`src/rtl/aux_period_meter_pkg.sv`:
```
// Shared definitions for the period meter.
//   - meter_state_t : IDLE/RUN encodings of the measurement state machine
//   - ClkFreqHz     : system clock frequency used to turn milliseconds into cycles
//   - cnt_millisec  : number of clk cycles in a given number of milliseconds
package aux_period_meter_pkg;

  localparam int unsigned ClkFreqHz = 100_000_000;

  typedef enum logic {
    IDLE = 1'b0,
    RUN  = 1'b1
  } meter_state_t;

  function automatic int unsigned cnt_millisec(input int unsigned ms);
    return ms * (ClkFreqHz / 1000);
  endfunction

endpackage

```
`src/rtl/aux_period_meter_if.sv`:
```
// Result channel of the period meter: one measured period per transfer.
//   period_out  CntBit  measured period in clk cycles (master -> slave)
//   period_vld  1       period_out holds an unconsumed result (master -> slave)
//   period_rdy  1       consumer accepts the result (slave -> master)
interface aux_period_meter_if #(
  parameter int CntBit = 32
);

  logic [CntBit-1:0] period_out;
  logic              period_vld;
  logic              period_rdy;

  modport master (
    output period_out,
    output period_vld,
    input  period_rdy
  );

  modport slave (
    input  period_out,
    input  period_vld,
    output period_rdy
  );

endinterface

```
`src/rtl/aux_period_meter_edge_detect.sv`:
```
// Rising-edge detector for a slow input, reusable by the debouncer.
// Build option: AUX_PERIOD_METER_SYNC_EN adds a 2-flop synchronizer in front
// of the sample register, for inputs that are asynchronous to clk.
//   clk     in   system clock
//   rst     in   synchronous, active-high reset (clears all history)
//   sig_in  in   signal to watch
//   rise    out  high for one cycle after a 0->1 transition of the sampled signal
//                (combinational from registers; the caller registers it if needed)
module aux_edge_detect (
  input  logic clk,
  input  logic rst,
  input  logic sig_in,
  output logic rise
);

  logic s_d;
  logic s;
  logic prev;

`ifdef AUX_PERIOD_METER_SYNC_EN
  logic [1:0] sync;

  // Two flops in series give a metastable first stage a full cycle to settle.
  always_ff @(posedge clk) begin
    if (rst) begin
      sync <= 2'b00;
    end else begin
      sync <= {sync[0], sig_in};
    end
  end

  assign s_d = sync[1];
`else
  assign s_d = sig_in;
`endif

  always_ff @(posedge clk) begin
    if (rst) begin
      s    <= 1'b0;
      prev <= 1'b0;
    end else begin
      s    <= s_d;
      prev <= s;
    end
  end

  assign rise = s & ~prev;

endmodule

```
`src/rtl/aux_period_meter.sv`:
```
// Period meter: counts clk cycles between consecutive rising edges of sig_in
// and hands each count out over a valid/ready channel.
// Build option: AUX_PERIOD_METER_SYNC_EN (see aux_edge_detect) only changes
// latency; measured values are identical in both builds.
//   clk         in   system clock
//   rst         in   synchronous, active-high reset
//   sig_in      in   signal under measurement
//   edge_out    out  1-cycle pulse per detected rising edge
//   overrun     out  sticky: a result was overwritten before being accepted
//   timeout     out  no rising edge for TimeoutMax cycles while measuring
//   result      if   master side of period_out / period_vld / period_rdy
module aux_period_meter
  import aux_period_meter_pkg::*;
#(
  parameter int          CntBit     = 32,
  parameter int unsigned TimeoutMax = cnt_millisec(2000)
) (
  input  logic                       clk,
  input  logic                       rst,
  input  logic                       sig_in,
  output logic                       edge_out,
  output logic                       overrun,
  output logic                       timeout,
  aux_period_meter_if.master         result
);

  localparam logic [CntBit-1:0] TimeoutCnt = CntBit'(TimeoutMax);
  localparam logic [CntBit-1:0] CntOne     = CntBit'(1);

  meter_state_t      state;
  logic [CntBit-1:0] counter;
  logic [CntBit-1:0] period_q;
  logic              vld_q;
  logic              rise;

  aux_edge_detect u_edge (
    .clk    (clk),
    .rst    (rst),
    .sig_in (sig_in),
    .rise   (rise)
  );

  assign result.period_out = period_q;
  assign result.period_vld = vld_q;

  // The counter is loaded with 1 on the edge that starts a period, so the
  // value it holds when the next edge arrives equals the period exactly.
  // A pending result is dropped on accept, but a simultaneous new result
  // takes priority and keeps vld high without counting as an overrun.
  always_ff @(posedge clk) begin
    if (rst) begin
      state    <= IDLE;
      counter  <= '0;
      period_q <= '0;
      vld_q    <= 1'b0;
      overrun  <= 1'b0;
      timeout  <= 1'b0;
      edge_out <= 1'b0;
    end else begin
      edge_out <= rise;

      if (vld_q && result.period_rdy) begin
        vld_q <= 1'b0;
      end

      case (state)
        IDLE: begin
          counter <= '0;
          if (rise) begin
            state   <= RUN;
            counter <= CntOne;
            timeout <= 1'b0;
          end
        end
        RUN: begin
          counter <= (counter == '1) ? counter : counter + CntOne;
          if (rise) begin
            period_q <= counter;
            vld_q    <= 1'b1;
            counter  <= CntOne;
            if (vld_q && !result.period_rdy) begin
              overrun <= 1'b1;
            end
          end else if (counter == TimeoutCnt) begin
            state   <= IDLE;
            counter <= '0;
            timeout <= 1'b1;
          end
        end
        default: begin
          state   <= IDLE;
          counter <= '0;
        end
      endcase
    end
  end

endmodule

```
`src/flat_wrapper.sv`:
```
// flat-port wrapper written by rule: the top's interface ports become plain ports
module aux_period_meter_flat import aux_period_meter_pkg::*;
#(
  parameter int          CntBit     = 32,
  parameter int unsigned TimeoutMax = cnt_millisec(2000)
)
  (clk, rst, sig_in, edge_out, overrun, timeout, result_period_out, result_period_vld, result_period_rdy);
  aux_period_meter_if #(.CntBit(CntBit)) result_i ();
  input  logic clk;
  input  logic rst;
  input  logic sig_in;
  output logic edge_out;
  output logic overrun;
  output logic timeout;
  output wire logic [$bits(result_i.period_out)-1:0] result_period_out;
  output wire logic [$bits(result_i.period_vld)-1:0] result_period_vld;
  input wire logic [$bits(result_i.period_rdy)-1:0] result_period_rdy;
  assign result_period_out = result_i.period_out;
  assign result_period_vld = result_i.period_vld;
  assign result_i.period_rdy = result_period_rdy;
  aux_period_meter #(.CntBit(CntBit), .TimeoutMax(TimeoutMax)) u_core (.clk(clk), .rst(rst), .sig_in(sig_in), .edge_out(edge_out), .overrun(overrun), .timeout(timeout), .result(result_i));
endmodule
```
`config.mk`:
```
export PLATFORM = sky130hd
export DESIGN_NAME = aux_period_meter_flat
export DESIGN_NICKNAME = d
export VERILOG_FILES = /design/src/rtl/aux_period_meter_pkg.sv /design/src/rtl/aux_period_meter_if.sv /design/src/rtl/aux_period_meter_edge_detect.sv /design/src/rtl/aux_period_meter.sv /design/src/flat_wrapper.sv
export SDC_FILE = /design/constraint.sdc
export NUM_CORES = 1
export LEC_CHECK = 0
export BUFFER_PORTS_ARGS = -buffer_cell sky130_fd_sc_hd__buf_4
export CORE_MARGIN = 3
export CORE_UTILIZATION = 40
export DETAILED_ROUTE_END_ITERATION = 16
export PLACE_DENSITY_LB_ADDON = 0.15
export RECOVER_POWER = 25
export SLEW_MARGIN = 20
export SYNTH_ARGS = -nofsm -noshare
export SYNTH_HDL_FRONTEND = slang
export SYNTH_SLANG_ARGS = --single-unit
```
`constraint.sdc`:
```
create_clock -name clk -period 2.3 [get_ports clk]
set_clock_uncertainty 0.15 [all_clocks]
set_input_delay 0.345 -clock clk [delete_from_list [all_inputs] [get_ports clk]]
set_output_delay 0.345 -clock clk [all_outputs]
set_load 0.01 [all_outputs]
```
Word-level counts from Yosys, hierarchy flattened

Cells that the tools add are included.

Register bits after elaboration: 71
Bits of input ports: 4

Add/sub/neg operators: 1
Multiplexer cells: 16
Bitwise logic cells: 3
Reductions and logical operators: 6
Equal/unequal tests: 6

Operators by type and width:

| kind                    | number |
|---|---|
| $mux W32                | 3 |
| $pmux W32 S2            | 1 |
| $add A32 B1 Y32 const B | 1 |
| $eq A32 B28 Y1 const B  | 1 |
| $eq A32 B32 Y1 const B  | 1 |
| $mux W1                 | 10 |
| $reduce_and A3 Y1       | 2 |
| $ne A2 B2 Y1 const B    | 2 |
| $ne A4 B4 Y1 const B    | 1 |
| $pmux W1 S2             | 2 |
| $logic_and A1 B1 Y1     | 2 |
| $ne A2 B1 Y1 const B    | 1 |
| $not A1 Y1              | 2 |
| $reduce_and A2 Y1       | 1 |
| $and A1 B1 Y1           | 1 |
| $logic_not A1 Y1        | 1 |

Depth between registers and ports, before layout

Gate-level depths: netlist of run 1.

Word-level depth: 5
Mapped depth: 9
Gate-level depth less buffers: 7

Cells and area by module

Synthesis of run 1 repeated with hierarchy kept, for this count alone.

Cell total of the unflattened synthesis: 385
Area total of the unflattened synthesis: 3160.5 sq um

Modules (own cells, without submodules):

| module           | sequential area each (sq um) | instances | area an instance (sq um) | cells each |
|---|---|---|---|---|
| aux_period_meter | 1381.3                       | 1         | 3099.2                   | 380 |
| aux_edge_detect  | 40.0                         | 1         | 61.3                     | 5 |

Least setup slack after synthesis of run 1

No wires, ideal clock.

Path type: reg2reg
Start: register u_core.counter[2]
End: register u_core.counter[0]
Data required time: 2.022 ns
Arrival time: 2.114 ns
Path slack: -0.092 ns
Clock period less this slack: 2.392 ns
Setup time: 0.128 ns
Stages on the path, launching flop included: 10
Path through: dfxtp_1 buf_2 nand4_1 or4_1 buf_2 or4_4 buf_6 buf_6 o21ai_1 a31oi_1

Longest elaborated chain between the ends: 4

RTL lines:

| what                   | RTL line               | source |
|---|---|---|
| start, declared        | aux_period_meter.sv:31 | `logic [CntBit-1:0] counter;` |
| start signal, assigned | aux_period_meter.sv:71 | `counter <= CntOne;` |
| start signal, assigned | aux_period_meter.sv:76 | `counter <= (counter == '1) ? counter : counter + CntOne;` |
| start signal, assigned | aux_period_meter.sv:80 | `counter <= CntOne;` |
| $eq A32 B28 Y1         | aux_period_meter.sv:84 | `end else if (counter == TimeoutCnt) begin` |
| $mux W32               | aux_period_meter.sv:84 |  |
| $mux W32               | aux_period_meter.sv:77 | `if (rise) begin` |
| $pmux W32 S2           | aux_period_meter.sv:66 | `case (state)` |

Parallel ways exist; a longest one is shown, timed or not.
A chain may end at the register's enable or synchronous reset.

Final worst setup path of run 1

Start: register u_core.counter[13]
End: register u_core.counter[22]

Longest elaborated chain between the ends: 5

RTL lines:

| what            | RTL line |
|---|---|
| $add A32 B1 Y32 | aux_period_meter.sv:76 |
| $mux W32        | aux_period_meter.sv:76 |
| $mux W32        | aux_period_meter.sv:84 |
| $mux W32        | aux_period_meter.sv:77 |
| $pmux W32 S2    | aux_period_meter.sv:66 |

Parallel ways exist; a longest one is shown, timed or not. The select of a mux whose other input is x is not followed.

==> impl_metrics.env, run 1 <==
export IMPL_pwr_density_cell_mw_per_mm2=612.4
export IMPL_crit_path_start_kind="register"
export IMPL_hpwl_um=5891
export IMPL_clock_root_buffer="clkbuf_8"
export IMPL_grt_max_degree=43
export IMPL_first_iter_violations=165
export IMPL_use_met3=0.03347
export IMPL_cp_required_ns=2.39
export IMPL_synth_area_mm2=0.003168
export IMPL_port_buffers=39
export IMPL_whs_ns=0.09181
export IMPL_hold_depth=2
export IMPL_rr_worst_depth=7
export IMPL_post_route_period_util=0.9804
export IMPL_drc=0
export IMPL_antenna_left=0
export IMPL_grt_ovfl_total=0
export IMPL_fmax_mhz=443.5
export IMPL_busiest_layer="met2"
export IMPL_cts_tree="done"
export IMPL_cts_hold_buffers=0
export IMPL_synth_cells=394
export IMPL_synth_top_flop_cell="dfxtp_1"
export IMPL_cap_violations=0
export IMPL_synth_top_area_share=0.4487
export IMPL_firstDrtPassIters=4
export IMPL_drt_total_wl_um=8311
export IMPL_utilization=0.5376
export IMPL_wl_per_cell_um=14.53
export IMPL_antenna_found_initial=0
export IMPL_ys_seq_elements=71
export IMPL_setup_viol=0
export IMPL_cts_sinks=71
export IMPL_die_h_um=95.00
export IMPL_die_area_mm2=0.009024
export IMPL_path_cells="buf_4 -> or4_1 -> nor4_2 -> a31oi_1 -> buf_4 -> a21boi_0 -> o21a_1"
export IMPL_diodes=0
export IMPL_path_max_fanout=7
export IMPL_total_leakage_power_nw=1.384
export IMPL_tns_ns=0
export IMPL_ir_worst_vdd_uv=410.8
export IMPL_yosysWarnings=0
export IMPL_critPathKind="register to register"
export IMPL_synthTopCellsByCount="nand2_1 (79), dfxtp_1 (71), a21oi_1 (47), nand3_1 (28), clkbuf_1 (21)"
export IMPL_synth_avg_cell_area_um2=8.041
export IMPL_rsz0062_at_grt="true"
export IMPL_crit_arrival_ns=2.35
export IMPL_gp_congestion=0.8833
export IMPL_yosysMostFrequentCell="nand2_1"
export IMPL_core_mm2=0.007447
export IMPL_boundaryPins=40
export IMPL_grt_pass1_vias=2895
export IMPL_grt_total_usage=0.1973
export IMPL_slew_headroom=0.4138
export IMPL_status="completed"
export IMPL_die_w_um=95.00
export IMPL_cp_depth=7
export IMPL_dp_cells=553
export IMPL_layout_drive_gt1_share=0.1987
export IMPL_area_growth_pct=26.38
export IMPL_cp_slowest_stage_delay_ns=0.45
export IMPL_viasPerCell=5.400
export IMPL_numCtsBuffers=9
export IMPL_slowest_stage="or4_1"
export IMPL_grt_pass1_wl_um=13920
export IMPL_grt_use_met2=0.3089
export IMPL_synthDistinctLibCells=42
export IMPL_rows=31
export IMPL_syn_nets=400
export IMPL_tightest_slew_ns=0.8793
export IMPL_nNetsFinal=474
export IMPL_finalNonFillerCells=572
export IMPL_crit_buf_inv=2
export IMPL_cts_htree_levels=3
export IMPL_synth_area_leaders="dfxtp_1 (45%), nand2_1 (9.4%), a21oi_1 (7.4%), nand3_1 (4.4%), mux2i_1 (2.8%)"
export IMPL_min_path_type="input pin to register"
export IMPL_clk_insertion_delay_late_ns=0.34
export IMPL_finalHoldViolations=0
export IMPL_yosysTopAreaCell="dfxtp_1"
export IMPL_crit_path_frequent_cell="buf_4"
export IMPL_clk_pin_slew_worst_paths_ns=0.08
export IMPL_synth_edf_count=0
export IMPL_end_kind="register"
export IMPL_cpLargestDelayFamily="simple AND/OR/NAND/NOR gates"
export IMPL_async_reset_ff_frac=0
export IMPL_met1_usage=0.2684
export IMPL_synth_seq_area_share=0.4487
export IMPL_num_vias=3089
export IMPL_fin_crit_ns=2.255
export IMPL_final_max_slew_viol_count=0
export IMPL_power_w=0.002452
export IMPL_start_util=0.4254
export IMPL_cts_max_path_buffers=2
worst reg2reg max path, delay by kind of cell, from the launching register on:
kind                   cells  cell delay, ns
AND/OR/NAND/NOR            2            0.79
AO/OA/AOI/OAI              3            0.52
buffers and inverters      2            0.38
flip-flops                 1            0.33
routing by layer:
| layer | wire [um] | part of all wire |
|---|---|---|
| met1 | 3975 | 0.48 |
| met2 | 3769 | 0.45 |
| met5 | 0 | 0 |
| met4 | 168 | 0.020 |
| met3 | 397 | 0.048 |
final timing paths:
| path | slack (ns) | startpoint | endpoint |
|---|---|---|---|
| worst max register to register | 0.04 | u_core.counter[13]$_SDFFE_PP0P_ | u_core.counter[22]$_SDFFE_PP0P_ |
| worst min register to register | 0.30 | u_core.result.period_out[2]$_SDFFE_PP0P_ | u_core.result.period_out[2]$_SDFFE_PP0P_ |
| worst min-delay path | 0.09 | sig_in | u_core.u_edge.s$_SDFF_PP0_ |
| worst max-delay path | 0.04 | u_core.counter[13]$_SDFFE_PP0P_ | u_core.counter[22]$_SDFFE_PP0P_ |
final cells by class:
| type | instances | area (um2) |
|---|---|---|
| inverter | 5 | 18.77 |
| clock inverter | 5 | 80.08 |
| clock buffer | 11 | 151.4 |
| fill | 757 | 3443 |
| timing repair buffer | 91 | 590.6 |
| sequential | 71 | 1426 |
| tap | 99 | 123.9 |
| multi-input combinational | 290 | 1613 |
cell families after synthesis:
kind of cell	Yosys count	synth area share
AOI/OAI and AO/OA	82	0.1461
xor gates and xnor gates	6	0.01659
adders and majority gates	2	0.007898
buffers and inverters	33	0.04542
DFF	71	0.4487
muxes	9	0.02844
and+or+nand+nor	191	0.3069
placed cells by master, fill, tap and decap left out, types with 4 or more instances in the layout:
cell,count
buf_4,66
nor2_1,13
a21oi_1,47
nand3_1,28
nand2_1,79
inv_1,5
clkbuf_8,11
mux2i_1,9
dfxtp_1,67
a31oi_1,5
or3_1,11
nand4_1,13
nor4_1,7
dfxtp_2,4
o21ai_0,16
clkbuf_1,24
and4_1,6
nand3b_1,10
nor3_1,9
through the flow:
stage                     worst slack (ns)  instance area, um2
after global placement            -0.04907                3831
after floorplan                   -0.02131                3184
after CTS                          0.04288                4080
after detailed placement          -0.03311                3831
final                              0.04499                4004
after global routing             -0.002670                4004
registers in the layout, indices dropped and copies added (netlist names):
register	flops
u_core.counter	32
u_core.u_edge.s	1
u_core.overrun	1
u_core.edge_out	1
u_core.result.period_vld	1
u_core.state	1
u_core.result.period_out	32
u_core.timeout	1
u_core.u_edge.prev	1
what timing repair did:
item                       4_1_cts  5_1_grt
setup endpoints to repair        7        8
hold endpoints to repair         0        0
setup buffers                    1        2
gates resized for setup          2        2
cloned                           0        0
report_power, final:
| group | switching, W | leakage (nW) | total (W) | internal (W) |
|---|---|---|---|---|
| combinational | 0.0000549 | 0.698 | 0.0000798 | 0.0000248 |
| clock | 0.000466 | 0.112 | 0.00113 | 0.000668 |
| sequential | 0.00000495 | 0.575 | 0.00124 | 0.00123 |
| total | 0.000526 | 1.38 | 0.00245 | 0.00193 |
Note: power is estimated with default switching activity, not from simulation.
==> run 2, diff against run 1 <==
--- a/config.mk
+++ b/config.mk
@@ -9,7 +9,7 @@
 export CORE_MARGIN = 3
 export CORE_UTILIZATION = 40
 export DETAILED_ROUTE_END_ITERATION = 16
-export PLACE_DENSITY_LB_ADDON = 0.15
+export PLACE_DENSITY_LB_ADDON = 0.08
 export RECOVER_POWER = 25
 export SLEW_MARGIN = 20
 export SYNTH_ARGS = -nofsm -noshare
==> run 2 against run 1 <==
Count of clock-buffer cells in the layout down 1. Worst hold slack worse by 0.014 ns. Combinational power rose by 4.1%. Fmax increased by 1.0%. Flip-flop and latch count stayed put. Sequential power barely moved. Critical endpoint unchanged. Largest power group unchanged.
==> impl_metrics.env, run 2 (same netlist as run 1, synthesis figures left out) <==
export IMPL_status="completed"
export IMPL_place_ws_ns=-0.1650
export IMPL_rsz0062_at_grt="false"
export IMPL_boundaryPins=40
export IMPL_drc=0
export IMPL_ir_worst_vdd_uv=354.2
export IMPL_area_growth_pct=28.32
export IMPL_r2r_start="u_core.counter[13]$_SDFFE_PP0P_"
export IMPL_final_cell_mix="nand2_1 (79), buf_4 (71), dfxtp_1 (68), a21oi_1 (47), nand3_1 (28)"
export IMPL_grt_pass1_vias=2773
export IMPL_grt_max_degree=43
export IMPL_wl_per_cell_um=14.49
export IMPL_setup_viol=0
export IMPL_setup_slack_ns=0.06840
export IMPL_layout_drive_gt1_share=0.2150
export IMPL_die_w_um=95.00
export IMPL_min_from="sig_in"
export IMPL_drt_total_wl_um=8375
export IMPL_cts_sinks=71
export IMPL_cts_tree="done"
export IMPL_slew_headroom=0.6665
export IMPL_die_h_um=95.00
export IMPL_total_leakage_power_nw=1.411
export IMPL_hpwl_um=5921
export IMPL_cts_hold_buffers=0
export IMPL_firstDrtPassIters=4
export IMPL_post_route_period_util=0.9703
export IMPL_cp_required_ns=2.39
export IMPL_tightest_slew_ns=0.4925
export IMPL_end_kind="register"
export IMPL_cts_max_path_buffers=2
export IMPL_fmax_mhz=448.1
export IMPL_viasPerCell=5.280
export IMPL_num_vias=3052
export IMPL_clock_root_buffer="clkbuf_8"
export IMPL_numCtsBuffers=9
export IMPL_antenna_found_initial=0
export IMPL_finalHoldViolations=0
export IMPL_final_max_slew_viol_count=0
export IMPL_first_iter_violations=116
export IMPL_fillers=768
export IMPL_clk_pin_slew_worst_paths_ns=0.08
export IMPL_cap_violations=0
export IMPL_port_buffers=39
export IMPL_startpoint="u_core.counter[13]$_SDFFE_PP0P_"
export IMPL_path_max_fanout=10
export IMPL_antenna_left=0
export IMPL_crit_arrival_ns=2.32
export IMPL_gp_congestion=0.8742
export IMPL_fin_crit_ns=2.232
export IMPL_whs_ns=0.07756
export IMPL_grt_total_usage=0.1975
export IMPL_nNetsFinal=480
export IMPL_final_common_cell="nand2_1"
export IMPL_critPathKind="register to register"
export IMPL_start_util=0.4254
export IMPL_die_area_mm2=0.009024
export IMPL_min_path_type="input pin to register"
export IMPL_rows=31
export IMPL_diodes=0
export IMPL_clk_insertion_delay_late_ns=0.36
export IMPL_grt_ovfl_total=0
export IMPL_grt_pass1_wl_um=13770
export IMPL_pwr_density_cell_mw_per_mm2=570.7
export IMPL_crit_path_start_kind="register"
export IMPL_core_mm2=0.007447
export IMPL_cts_htree_levels=3
[run 2: cell types whose count changed in the layout (fill, tap and decap cells not counted), sizes merged]
cell / delta
clkbuf: -3
clkinv: +2
bufinv: -1
buf: +8
[run 2: stage by stage]
stage | utilization | cells | setup TNS, ns | area [um2] | total power, W
detailed placement | 0.5225 | 561 | -2.391 | 3891 | 0.001347
finish | 0.5459 | 578 | 0 | 4065 | 0.002320
floorplan | - | 394 | -0.02131 | 3184 | 0.001316
global route | 0.5459 | 578 | 0 | 4065 | 0.002416
CTS | 0.5524 | 577 | -0.002992 | 4114 | 0.002355
global placement | 0.5225 | 561 | -1.374 | 3891 | 0.001346
[run 2: final timing paths]
| path | cells past startpoint | slack [ns] | endpoint |
|---|---|---|---|
| worst max-delay path | 7 | 0.07 | u_core.counter[22]$_SDFFE_PP0P_ |
| worst min-delay path | 2 | 0.08 | u_core.u_edge.s$_SDFF_PP0_ |
| worst max register to register | 7 | 0.07 | u_core.counter[22]$_SDFFE_PP0P_ |
| worst min register to register | 2 | 0.30 | u_core.result.period_out[4]$_SDFFE_PP0P_ |
[run 2: report_power, final]
part	switching, W	internal (W)	leakage [nW]
Sequential	0.00000472	0.00123	0.574
Clock	0.000474	0.000524	0.0981
Combinational	0.0000556	0.0000276	0.739
[run 2: metal layers]
layer / routed length [um] / track usage / vias to the layer above / part of all wire
met5: 0 / 0 / - / 0
met4: 112 / 0.05769 / 0 / 0.013
met3: 432 / 0.05498 / 10 / 0.052
met2: 3825 / 0.3177 / 60 / 0.46
met1: 4005 / 0.2579 / 1422 / 0.48
li1: - / - / 1560 / -
[run 2: cell type report]
type | instances | area, um2 | share of cell area
Sequential cell | 71 | 1425 | 0.3506
Clock buffer | 10 | 137.6 | 0.03386
Clock inverter | 6 | 60.06 | 0.01477
Tap cell | 99 | 123.9 | 0.03047
Multi-Input combinational cell | 290 | 1647 | 0.4050
Timing Repair Buffer | 97 | 653.1 | 0.1607
Inverter | 5 | 18.77 | 0.004617
[run 2: critical path, stage by stage (launching register included)]
cell and delay (ns):
dfxtp_1 0.32, buf_4 0.14, or4_4 0.44, nor4_4 0.38, a31oi_4 0.19, buf_6 0.18
a21boi_0 0.12, o21a_1 0.20
[run 2: what timing repair did]
action	CTS	global route
buffers inserted	0	1
pin swaps	0	4
endpoints found under the setup margin	30	28
resized for setup	4	7
==> run 3, diff against run 2 <==
--- a/config.mk
+++ b/config.mk
@@ -9,7 +9,7 @@
 export CORE_MARGIN = 3
 export CORE_UTILIZATION = 40
 export DETAILED_ROUTE_END_ITERATION = 16
-export PLACE_DENSITY_LB_ADDON = 0.08
+export MAX_ROUTING_LAYER = met4
 export RECOVER_POWER = 25
 export SLEW_MARGIN = 20
 export SYNTH_ARGS = -nofsm -noshare
==> run 3 against run 2 <==
Sequential share of layout area up 0.39 points. Worst hold slack got worse by 0.0073 ns. Power grew 8.9%. Critical path depth unchanged. Sequential power is essentially flat. Non-clock buffer count down 10. Combinational power decreased by 6.5%. Die area did not move. Critical path type unchanged.
==> impl_metrics.env, run 3 (same netlist as run 1, synthesis figures left out) <==
export IMPL_status="completed"
export IMPL_first_iter_violations=187
export IMPL_r2r_slack_ns=0.06
export IMPL_fin_crit_ns=2.240
export IMPL_tns_ns=0
export IMPL_antenna_left=0
export IMPL_firstDrtPassIters=5
export IMPL_cts_hold_buffers=0
export IMPL_dp_cells=550
export IMPL_area_growth_pct=26.90
export IMPL_numCtsBuffers=9
export IMPL_ir_worst_vdd_uv=348.3
export IMPL_drt_total_wl_um=8196
export IMPL_fillers=761
export IMPL_tightest_slew_ns=0.8614
export IMPL_whs_endpoint="u_core.u_edge.s$_SDFF_PP0_"
export IMPL_grt_ovfl_total=0
export IMPL_cts_htree_levels=3
export IMPL_end_kind="register"
export IMPL_final_max_slew_viol_count=0
export IMPL_total_leakage_power_nw=1.375
export IMPL_finalHoldViolations=0
export IMPL_layout_drive_gt1_share=0.1962
export IMPL_pwr_density_cell_mw_per_mm2=628.6
export IMPL_grt_max_degree=43
export IMPL_setup_viol=0
export IMPL_rows=31
export IMPL_clk_pin_slew_worst_paths_ns=0.07
export IMPL_rr_worst_depth=7
export IMPL_die_h_um=95.00
export IMPL_drc=0
export IMPL_final_common_cell="nand2_1"
export IMPL_critPathKind="register to register"
export IMPL_rsz0062_at_grt="false"
export IMPL_start_util=0.4254
export IMPL_final_cell_mix="nand2_1 (79), dfxtp_1 (68), buf_4 (61), a21oi_1 (47), nand3_1 (28)"
export IMPL_die_w_um=95.00
export IMPL_antenna_found_initial=0
export IMPL_hold_depth=2
export IMPL_hpwl_um=5731
export IMPL_die_area_mm2=0.009024
export IMPL_cts_max_path_buffers=2
export IMPL_diodes=0
export IMPL_wl_per_cell_um=14.43
export IMPL_crit_arrival_ns=2.34
export IMPL_post_route_period_util=0.9739
export IMPL_cap_violations=0
export IMPL_core_mm2=0.007447
export IMPL_viasPerCell=5.386
export IMPL_min_from="sig_in"
export IMPL_boundaryPins=40
export IMPL_min_path_type="input pin to register"
export IMPL_r2r_start="u_core.counter[13]$_SDFFE_PP0P_"
export IMPL_grt_pass1_wl_um=13260
export IMPL_finalNonFillerCells=568
export IMPL_grt_total_usage=0.1958
export IMPL_nNetsFinal=470
export IMPL_path_max_fanout=5
export IMPL_crit_path_start_kind="register"
export IMPL_cts_sinks=71
export IMPL_clk_insertion_delay_late_ns=0.35
export IMPL_gp_congestion=0.9438
export IMPL_fmax_mhz=446.4
export IMPL_grt_pass1_vias=2762
export IMPL_timing_rr_end="u_core.counter[22]$_SDFFE_PP0P_"
export IMPL_slew_headroom=0.4258
export IMPL_clock_root_buffer="clkbuf_8"
export IMPL_cp_required_ns=2.40
export IMPL_num_vias=3059
export IMPL_port_buffers=39
export IMPL_cts_tree="done"
## run 3: changes by cell type in the layout (fill, tap and decap cells not counted), sizes merged
cell,change
buf,-12
clkinv,-1
clkbuf,+2
clkinvlp,-1
bufinv,+2
## run 3: final cells by class
class	instances	area (um2)	area share
repair buffers	87	568.0	0.1413
well taps	99	123.9	0.03081
flip-flops and latches	71	1425	0.3545
clock inverters	6	107.6	0.02677
clock buffers	10	137.6	0.03424
multi-input cells	290	1639	0.4077
inverters	5	18.77	0.004669
## run 3: worst max-delay path by stage
stage / startpoint / to / slack (ns) / depth (start not counted)
after floorplan: u_core.counter[2]$_SDFFE_PP0P_ / u_core.counter[0]$_SDFFE_PP0P_ / -0.02 / 9
after global placement: u_core.counter[13]$_SDFFE_PP0P_ / u_core.counter[22]$_SDFFE_PP0P_ / -0.06 / 7
after detailed placement: u_core.counter[13]$_SDFFE_PP0P_ / u_core.counter[22]$_SDFFE_PP0P_ / -0.1 / 7
after CTS: u_core.counter[13]$_SDFFE_PP0P_ / u_core.counter[22]$_SDFFE_PP0P_ / 0.01 / 7
after global routing: u_core.counter[5]$_SDFFE_PP0P_ / u_core.counter[11]$_SDFFE_PP0P_ / 0.02 / 5
final: u_core.counter[13]$_SDFFE_PP0P_ / u_core.counter[22]$_SDFFE_PP0P_ / 0.06 / 7
## run 3: what timing repair did
item,4_1_cts,5_1_grt
setup endpoints to repair,10,17
resized for setup,1,6
pin swaps,0,1
endpoints found under the hold margin,0,0
setup buffers,0,2
## run 3: power by group
group          leakage, nW  internal [W]   total, W  switching, W
Combinational        0.678     0.0000239  0.0000777     0.0000538
Sequential           0.574       0.00123    0.00124    0.00000574
Clock                0.122      0.000746    0.00121      0.000464
## run 3: stage by stage
step	total power, W	area (um2)	util	hold slack (ns)	setup slack, ns
2_1_floorplan	0.001316	3184	-	0.3034	-0.02131
3_3_place_gp	0.001345	3809	0.5114	0.2935	-0.05914
3_5_place_dp	0.001345	3809	0.5114	0.2968	-0.09699
4_1_cts	0.002551	4060	0.5452	0.06884	0.01386
5_1_grt	0.002614	4020	0.5398	0.07251	0.01786
6_report	0.002527	4020	0.5398	0.07027	0.06004
## run 3: routing by layer
layer / vias up / track usage / part of all wire
met4: 0 / 0.06611 / 0.019
met5: - / - / 0
met1: 1421 / 0.2504 / 0.47
li1: 1534 / - / -
met2: 91 / 0.3042 / 0.45
met3: 13 / 0.04622 / 0.060
## run 3: worst max-delay path, stage by stage (launching register included)
cell      delay, ns
dfxtp_1        0.32
buf_4          0.14
or4_1          0.48
nor4_4         0.38
a31oi_4        0.16
buf_4          0.18
a21boi_0       0.13
o21a_1         0.19
